===== config.mk =====
export PLATFORM = sky130hd
export DESIGN_NAME = score_keeper_flat
export DESIGN_NICKNAME = d
export VERILOG_FILES = /design/src/rtl/pong_pkg.sv /design/src/rtl/score_keeper_if.sv /design/src/rtl/bcd_counter_2d.sv /design/src/rtl/score_keeper.sv /design/src/flat_wrapper.sv
export SDC_FILE = /design/constraint.sdc
export NUM_CORES = 1
export LEC_CHECK = 0
export ABC_CLOCK_PERIOD_IN_PS = 6200
export BUFFER_PORTS_ARGS = -buffer_cell sky130_fd_sc_hd__buf_2
export CELL_PAD_IN_SITES_DETAIL_PLACEMENT = 1
export CELL_PAD_IN_SITES_GLOBAL_PLACEMENT = 2
export CORE_MARGIN = 8
export CORE_UTILIZATION = 28
export CTS_CLUSTER_DIAMETER = 200
export DETAILED_ROUTE_END_ITERATION = 6
export GPL_ROUTABILITY_DRIVEN = 0
export PLACE_DENSITY_LB_ADDON = 0.1
export SYNTH_ARGS = -nofsm -noshare
export SYNTH_HDL_FRONTEND = slang
export SYNTH_HIERARCHICAL = 1
export SYNTH_SLANG_ARGS = --single-unit

===== constraint.sdc =====
create_clock -name clk -period 6.2 [get_ports clk]
set_clock_uncertainty 0.05 [all_clocks]
set_input_delay 0.93 -clock clk [delete_from_list [all_inputs] [get_ports clk]]
set_output_delay 0.93 -clock clk [all_outputs]
set_load 0.03 [all_outputs]

===== src/rtl/pong_pkg.sv =====
// Shared pong definitions: FSM/winner encodings, BCD digit types, default match timing.
// Also provides the two-digit BCD increment used by the score counters and the win check.
package pong_pkg;

  localparam int unsigned DIGIT_W         = 4;
  localparam int unsigned DEF_WIN_SCORE   = 9;
  localparam int unsigned DEF_SERVE_DELAY = 50000000;

  localparam logic [1:0] IDLE  = 2'd0;
  localparam logic [1:0] SERVE = 2'd1;
  localparam logic [1:0] PLAY  = 2'd2;
  localparam logic [1:0] OVER  = 2'd3;

  localparam logic [1:0] WIN_NONE = 2'b00;
  localparam logic [1:0] WIN_P1   = 2'b01;
  localparam logic [1:0] WIN_P2   = 2'b10;

  typedef logic [DIGIT_W-1:0] digit_t;

  typedef struct packed {
    digit_t tens;
    digit_t ones;
  } score_t;

  // Tens is never incremented past 9 because scores stop at WIN_SCORE <= 99.
  function automatic score_t bcd_inc(input score_t s);
    score_t r;
    if (s.ones == digit_t'(9)) begin
      r.tens = s.tens + digit_t'(1);
      r.ones = '0;
    end else begin
      r.tens = s.tens;
      r.ones = s.ones + digit_t'(1);
    end
    return r;
  endfunction

endpackage


===== src/rtl/score_keeper_if.sv =====
// Match-controller signal bundle: ball point pulses and start request in, BCD scores and
// match status out. master drives the requests; slave is the score keeper.
interface score_keeper_if;
  import pong_pkg::*;

  logic       start;
  logic       point_1;
  logic       point_2;
  digit_t     score_1_tens;
  digit_t     score_1_ones;
  digit_t     score_2_tens;
  digit_t     score_2_ones;
  logic       ball_hold;
  logic       game_over;
  logic [1:0] winner;

  modport master (
    output start, point_1, point_2,
    input  score_1_tens, score_1_ones, score_2_tens, score_2_ones,
    input  ball_hold, game_over, winner
  );

  modport slave (
    input  start, point_1, point_2,
    output score_1_tens, score_1_ones, score_2_tens, score_2_ones,
    output ball_hold, game_over, winner
  );

endinterface


===== src/rtl/bcd_counter_2d.sv =====
// One player's two-digit BCD score; synchronous clear takes priority over increment.
module bcd_counter_2d
  import pong_pkg::*;
(
  input  logic   clk,
  input  logic   reset,
  input  logic   clr,
  input  logic   inc,
  output digit_t tens,
  output digit_t ones
);

  score_t cur;
  score_t nxt;

  assign nxt  = bcd_inc(cur);
  assign tens = cur.tens;
  assign ones = cur.ones;

  always_ff @(posedge clk or posedge reset) begin
    if (reset) begin
      cur <= '0;
    end else if (clr) begin
      cur <= '0;
    end else if (inc) begin
      cur <= nxt;
    end
  end

endmodule


===== src/rtl/score_keeper.sv =====
// Match controller: edge-detects ball point pulses and start, keeps BCD scores,
// sequences IDLE/SERVE/PLAY/OVER and holds the ball between rallies.
module score_keeper
  import pong_pkg::*;
#(
  parameter int unsigned WIN_SCORE   = DEF_WIN_SCORE,
  parameter int unsigned SERVE_DELAY = DEF_SERVE_DELAY,
  parameter int unsigned CNT_W       = 26
)(
  input  logic           clk,
  input  logic           reset,
  score_keeper_if.slave  bus
);

  localparam digit_t     WIN_TENS = digit_t'(WIN_SCORE / 10);
  localparam digit_t     WIN_ONES = digit_t'(WIN_SCORE % 10);
  localparam score_t     WIN_VAL  = '{tens: WIN_TENS, ones: WIN_ONES};
  localparam logic [CNT_W-1:0] CNT_LAST = CNT_W'(SERVE_DELAY - 1);

  logic [1:0]       state;
  logic [CNT_W-1:0] cnt;
  logic [1:0]       winner_r;
  logic             start_q, p1_q, p2_q;
  logic             start_ev, p1_ev, p2_ev;
  logic             clr, inc_1, inc_2;
  digit_t           s1_tens, s1_ones, s2_tens, s2_ones;
  score_t           s1_next, s2_next;

  always_comb begin
    start_ev = bus.start   & ~start_q;
    p1_ev    = bus.point_1 & ~p1_q;
    p2_ev    = bus.point_2 & ~p2_q;
    clr      = start_ev & ((state == IDLE) | (state == OVER));
    inc_1    = (state == PLAY) & p1_ev;
    // Simultaneous points: player 1 wins the tie, player 2's edge is dropped.
    inc_2    = (state == PLAY) & p2_ev & ~p1_ev;
  end

  assign s1_next = bcd_inc({s1_tens, s1_ones});
  assign s2_next = bcd_inc({s2_tens, s2_ones});

  bcd_counter_2d u_score_1 (
    .clk   (clk),
    .reset (reset),
    .clr   (clr),
    .inc   (inc_1),
    .tens  (s1_tens),
    .ones  (s1_ones)
  );

  bcd_counter_2d u_score_2 (
    .clk   (clk),
    .reset (reset),
    .clr   (clr),
    .inc   (inc_2),
    .tens  (s2_tens),
    .ones  (s2_ones)
  );

  always_ff @(posedge clk or posedge reset) begin
    if (reset) begin
      state    <= IDLE;
      cnt      <= '0;
      winner_r <= WIN_NONE;
      start_q  <= 1'b0;
      p1_q     <= 1'b0;
      p2_q     <= 1'b0;
    end else begin
      start_q <= bus.start;
      p1_q    <= bus.point_1;
      p2_q    <= bus.point_2;
      case (state)
        IDLE: begin
          if (start_ev) begin
            cnt   <= '0;
            state <= SERVE;
          end
        end
        SERVE: begin
          if (cnt == CNT_LAST) begin
            cnt   <= '0;
            state <= PLAY;
          end else begin
            cnt <= cnt + CNT_W'(1);
          end
        end
        PLAY: begin
          if (p1_ev) begin
            if (s1_next == WIN_VAL) begin
              state    <= OVER;
              winner_r <= WIN_P1;
            end else begin
              state <= SERVE;
            end
          end else if (p2_ev) begin
            if (s2_next == WIN_VAL) begin
              state    <= OVER;
              winner_r <= WIN_P2;
            end else begin
              state <= SERVE;
            end
          end
        end
        default: begin
          if (start_ev) begin
            winner_r <= WIN_NONE;
            cnt      <= '0;
            state    <= SERVE;
          end
        end
      endcase
    end
  end

  assign bus.score_1_tens = s1_tens;
  assign bus.score_1_ones = s1_ones;
  assign bus.score_2_tens = s2_tens;
  assign bus.score_2_ones = s2_ones;
  assign bus.ball_hold    = (state != PLAY);
  assign bus.game_over    = (state == OVER);
  assign bus.winner       = winner_r;

endmodule

===== src/flat_wrapper.sv =====
// flat-port wrapper written by rule: the top's interface ports become plain ports
module score_keeper_flat import pong_pkg::*;
#(
  parameter int unsigned WIN_SCORE   = DEF_WIN_SCORE,
  parameter int unsigned SERVE_DELAY = DEF_SERVE_DELAY,
  parameter int unsigned CNT_W       = 26
)
  (clk, reset, bus_start, bus_point_1, bus_point_2, bus_score_1_tens, bus_score_1_ones, bus_score_2_tens, bus_score_2_ones, bus_ball_hold, bus_game_over, bus_winner);
  score_keeper_if bus_i ();
  input  logic clk;
  input  logic reset;
  input wire logic [$bits(bus_i.start)-1:0] bus_start;
  input wire logic [$bits(bus_i.point_1)-1:0] bus_point_1;
  input wire logic [$bits(bus_i.point_2)-1:0] bus_point_2;
  output wire logic [$bits(bus_i.score_1_tens)-1:0] bus_score_1_tens;
  output wire logic [$bits(bus_i.score_1_ones)-1:0] bus_score_1_ones;
  output wire logic [$bits(bus_i.score_2_tens)-1:0] bus_score_2_tens;
  output wire logic [$bits(bus_i.score_2_ones)-1:0] bus_score_2_ones;
  output wire logic [$bits(bus_i.ball_hold)-1:0] bus_ball_hold;
  output wire logic [$bits(bus_i.game_over)-1:0] bus_game_over;
  output wire logic [$bits(bus_i.winner)-1:0] bus_winner;
  assign bus_i.start = bus_start;
  assign bus_i.point_1 = bus_point_1;
  assign bus_i.point_2 = bus_point_2;
  assign bus_score_1_tens = bus_i.score_1_tens;
  assign bus_score_1_ones = bus_i.score_1_ones;
  assign bus_score_2_tens = bus_i.score_2_tens;
  assign bus_score_2_ones = bus_i.score_2_ones;
  assign bus_ball_hold = bus_i.ball_hold;
  assign bus_game_over = bus_i.game_over;
  assign bus_winner = bus_i.winner;
  score_keeper #(.WIN_SCORE(WIN_SCORE), .SERVE_DELAY(SERVE_DELAY), .CNT_W(CNT_W)) u_core (.clk(clk), .reset(reset), .bus(bus_i));
endmodule

==> flow_summary.toml <==
[run_status]
status = "completed"

[logic_synthesis]
synthAdderAreaFrac_pct = 5.20
synth-xor-area-share_pct = 5.16
ys_seq_area_share_pct = 42.5
synthSimpleGateAreaFrac_pct = 27.7
synthArstFlopShare_pct = 100
postSynthAreaPerCell_um2 = 9.59
synth_nets = 318
synthMuxAreaShare_pct = 1.04
synth_ff_type = "dfrtp_1"
synth_enable_flop_cells = 0
ys_types = 56
synth_top_family_by_area = "simple AND/OR/NAND/NOR gates"
synth_compound_area_share_pct = 13.6
ys_ff_latch = 49
syn_inst = 301
synth_area_mm2 = 0.00289
yosys_warnings = 6

[sta]
relSlewSlack_pct = 56.7
tightest_slew_ps = 650
drv_slew = 0
setup_tns_ps = 0
postLayoutSetupSlackWorst_ps = 3290
period_share_pct = 47.0
finalHoldViolCount = 0
setup_viol = 0
max_clock_freq_mhz = 343
fin_crit_ps = 2910
rsz0062_at_grt = "no"

[grt]
met3_usage_pct = 2.30
grt_use_met1_pct = 14.9
top_usage_layer = "met2"
grt_pass1_wl_mm = 12.9
grt_usage_pct = 11.3
grt_max_degree = 34
grt_pass1_vias = 2402
antenna_found_initial = 0
overflow = 0
grt_use_met2_pct = 18.3

[worst_setup_path]
timing.rr.end = "u_core/cnt[11]$_DFFE_PP0P_"
crit_path_top_delay_cell = "ha_1"
critPathRequiredTime_ps = 5220
cp_slowest_stage_delay_ps = 540
end_kind = "output pin"
path_max_fanout = 14
critical_path.most_common_cell = "inv_1"
path_depth = 4
r2r_cells = 6
critPathTopFamily = "buffers and inverters"
crit_buf_inv = 3
rrSetupSlack_ps = 3490
crit_type = "reg -> out"
worst_ep_arrival_time_ps = 1930
reg2reg_from = "u_core/state[1]$_DFFE_PP0P_"
cp-startpoint = "u_core/state[0]$_DFFE_PP0P_"
worstSetupStartpointType = "flop"
crit_chain = "inv_1, ha_1, inv_1, buf_2"

[clock_tree]
cts_buffer_depth = 2
clockRootBuffer = "clkbuf_8"
cts_setup_buffers = 0
clock-sinks = 49
clk_pin_slew_worst_paths_ps = 100
cts_max_level = 2
cts_buffers = 5
clk_latency_ps = 300
ctsResizeCount = 0
hold_buffers = 0
cts_tree = "yes"

[detailed_routing]
vias = 2293
wl_per_cell_um = 16.4
drc = 0
first_pass_iters = 4
drt-initial-drc-count = 93
wirelength_mm = 7.57
viasPerCell = 4.96
route.antenna.remaining_nets = 0

[cells_and_area]
utilization_pct = 32.0
syn2layout_area_growth_pct = 13.0
antenna-diode-count = 0
final_cell_mix = "dfrtp_1 (49), nor2_1 (29), buf_2 (24), a21oi_1 (20), nand2_1 (20)"
final_common_cell = "dfrtp_1"
drive_gt1_share_pct = 15.3
fin_area_mm2 = 0.00326
layout.nets = 342

[place]
placed_cell_area_mm2 = 0.00313
port_buffers = 24
place_hpwl_mm = 5.42
place_ws_ps = 3490

[die]
initial_core_util_pct = 28.3
io_pins = 25
coreArea_mm2 = 0.0102
die-area_mm2 = 0.0138
rows = 37
die_w_um = 118
die_y_um = 118

[power]
p_leak_uw = 0.00154
power_density_mw_per_mm2 = 300
peakVddDrop_mv = 0.122

[min_path]
hold_depth = 2
hold_path_class = "reg -> reg"
whs_endpoint = "u_core/bus.winner[1]$_DFFE_PP0P_"
hp-start = "u_core/bus.winner[1]$_DFFE_PP0P_"

[job]
cap_violations = 0
[state kept, by name, summed over array words and instances, names as in the netlist]
signal	cells
u_core/bus.winner	2
u_core/cnt	26
u_core/p1_q	1
u_core/p2_q	1
u_core/start_q	1
u_core/state	2
u_core/u_score_1/ones	4
u_core/u_score_1/tens	4
u_core/u_score_2/ones	4
u_core/u_score_2/tens	4
[layer usage]
| layer | wire length [um] | up-vias |
|---|---|---|
| met2 | 3530 | 19 |
| li1 | - | 1120 |
| met5 | 0 | - |
| met3 | 200 | 5 |
| met1 | 3770 | 1149 |
| met4 | 62 | 0 |
[kinds of logic (layout without fill, tap and decap cells)]
family	count (synthesis)	after routing
AOI/OAI and AO/OA	62	62
xor gates and xnor gates	17	17
adders and majority gates	12	12
buffers and inverters	27	52
DFF	49	49
muxes	3	3
and+or+nand+nor	131	131
[how the worst max path moves through the flow]
stage / slack [ps] / to
global placement: 3590 / u_core/u_score_2/tens[3]$_DFFE_PP0P_
CTS: 3220 / bus_ball_hold
finish: 3290 / bus_ball_hold
global route: 3130 / bus_ball_hold
floorplan: 3920 / u_core/u_score_2/tens[3]$_DFFE_PP0P_
detailed placement: 3490 / u_core/cnt[22]$_DFFE_PP0P_
[tightest hold or removal path: cells and delay by family, from the launching register on]
kind,cells,cell delay (ps)
compound gates,1,40
flops,1,350
simple gates,1,70
[layout make-up]
cell class	instances	area, um2
sequential	49	1230
tap	136	170
timing repair buffer	28	150
inverter	16	60.1
fill	1210	6920
clock inverter	3	65.1
clock buffer	5	68.8
multi-input combinational	225	1520
[cell usage after synthesis, types with 3 or more instances]
cell / number / area (um2)
or3_1: 5 / 31.3
dfrtp_1: 49 / 1230
o21ai_0: 15 / 75.1
nor2b_1: 5 / 31.3
a21oi_1: 20 / 100
nor4_1: 11 / 68.8
a31oi_1: 3 / 18.8
nor3_1: 5 / 25.0
nor2_1: 29 / 109
nand2b_1: 4 / 25.0
and3_2: 3 / 22.5
and2_2: 3 / 22.5
nor4b_1: 4 / 35.0
ha_1: 12 / 150
and3_1: 4 / 25.0
o31ai_1: 3 / 22.5
nand2_1: 20 / 75.1
inv_1: 16 / 60.1
a22o_1: 3 / 26.3
nand3_1: 9 / 45.0
a21boi_0: 3 / 22.5
buf_2: 4 / 20.0
xnor2_1: 15 / 131
mux2i_1: 3 / 30.0
nand3b_1: 7 / 52.6
nand4_1: 7 / 43.8
[report_power, final]
part           switching, uW  total (uW)  leakage, uW  internal (uW)
clock                    113         274    0.0000681            160
combinational            218         314     0.000798           95.8
sequential              39.8         391     0.000670            351
[stage by stage]
step | instances | hold WS (ps) | total power (uW)
3_5_place_dp | 454 | 447 | 717
6_report | 462 | 456 | 979
3_3_place_gp | 454 | 445 | 717
2_1_floorplan | 301 | 415 | 634
4_1_cts | 462 | 473 | 1000
5_1_grt | 462 | 498 | 1050
Note: power is estimated with default switching activity, not from simulation.
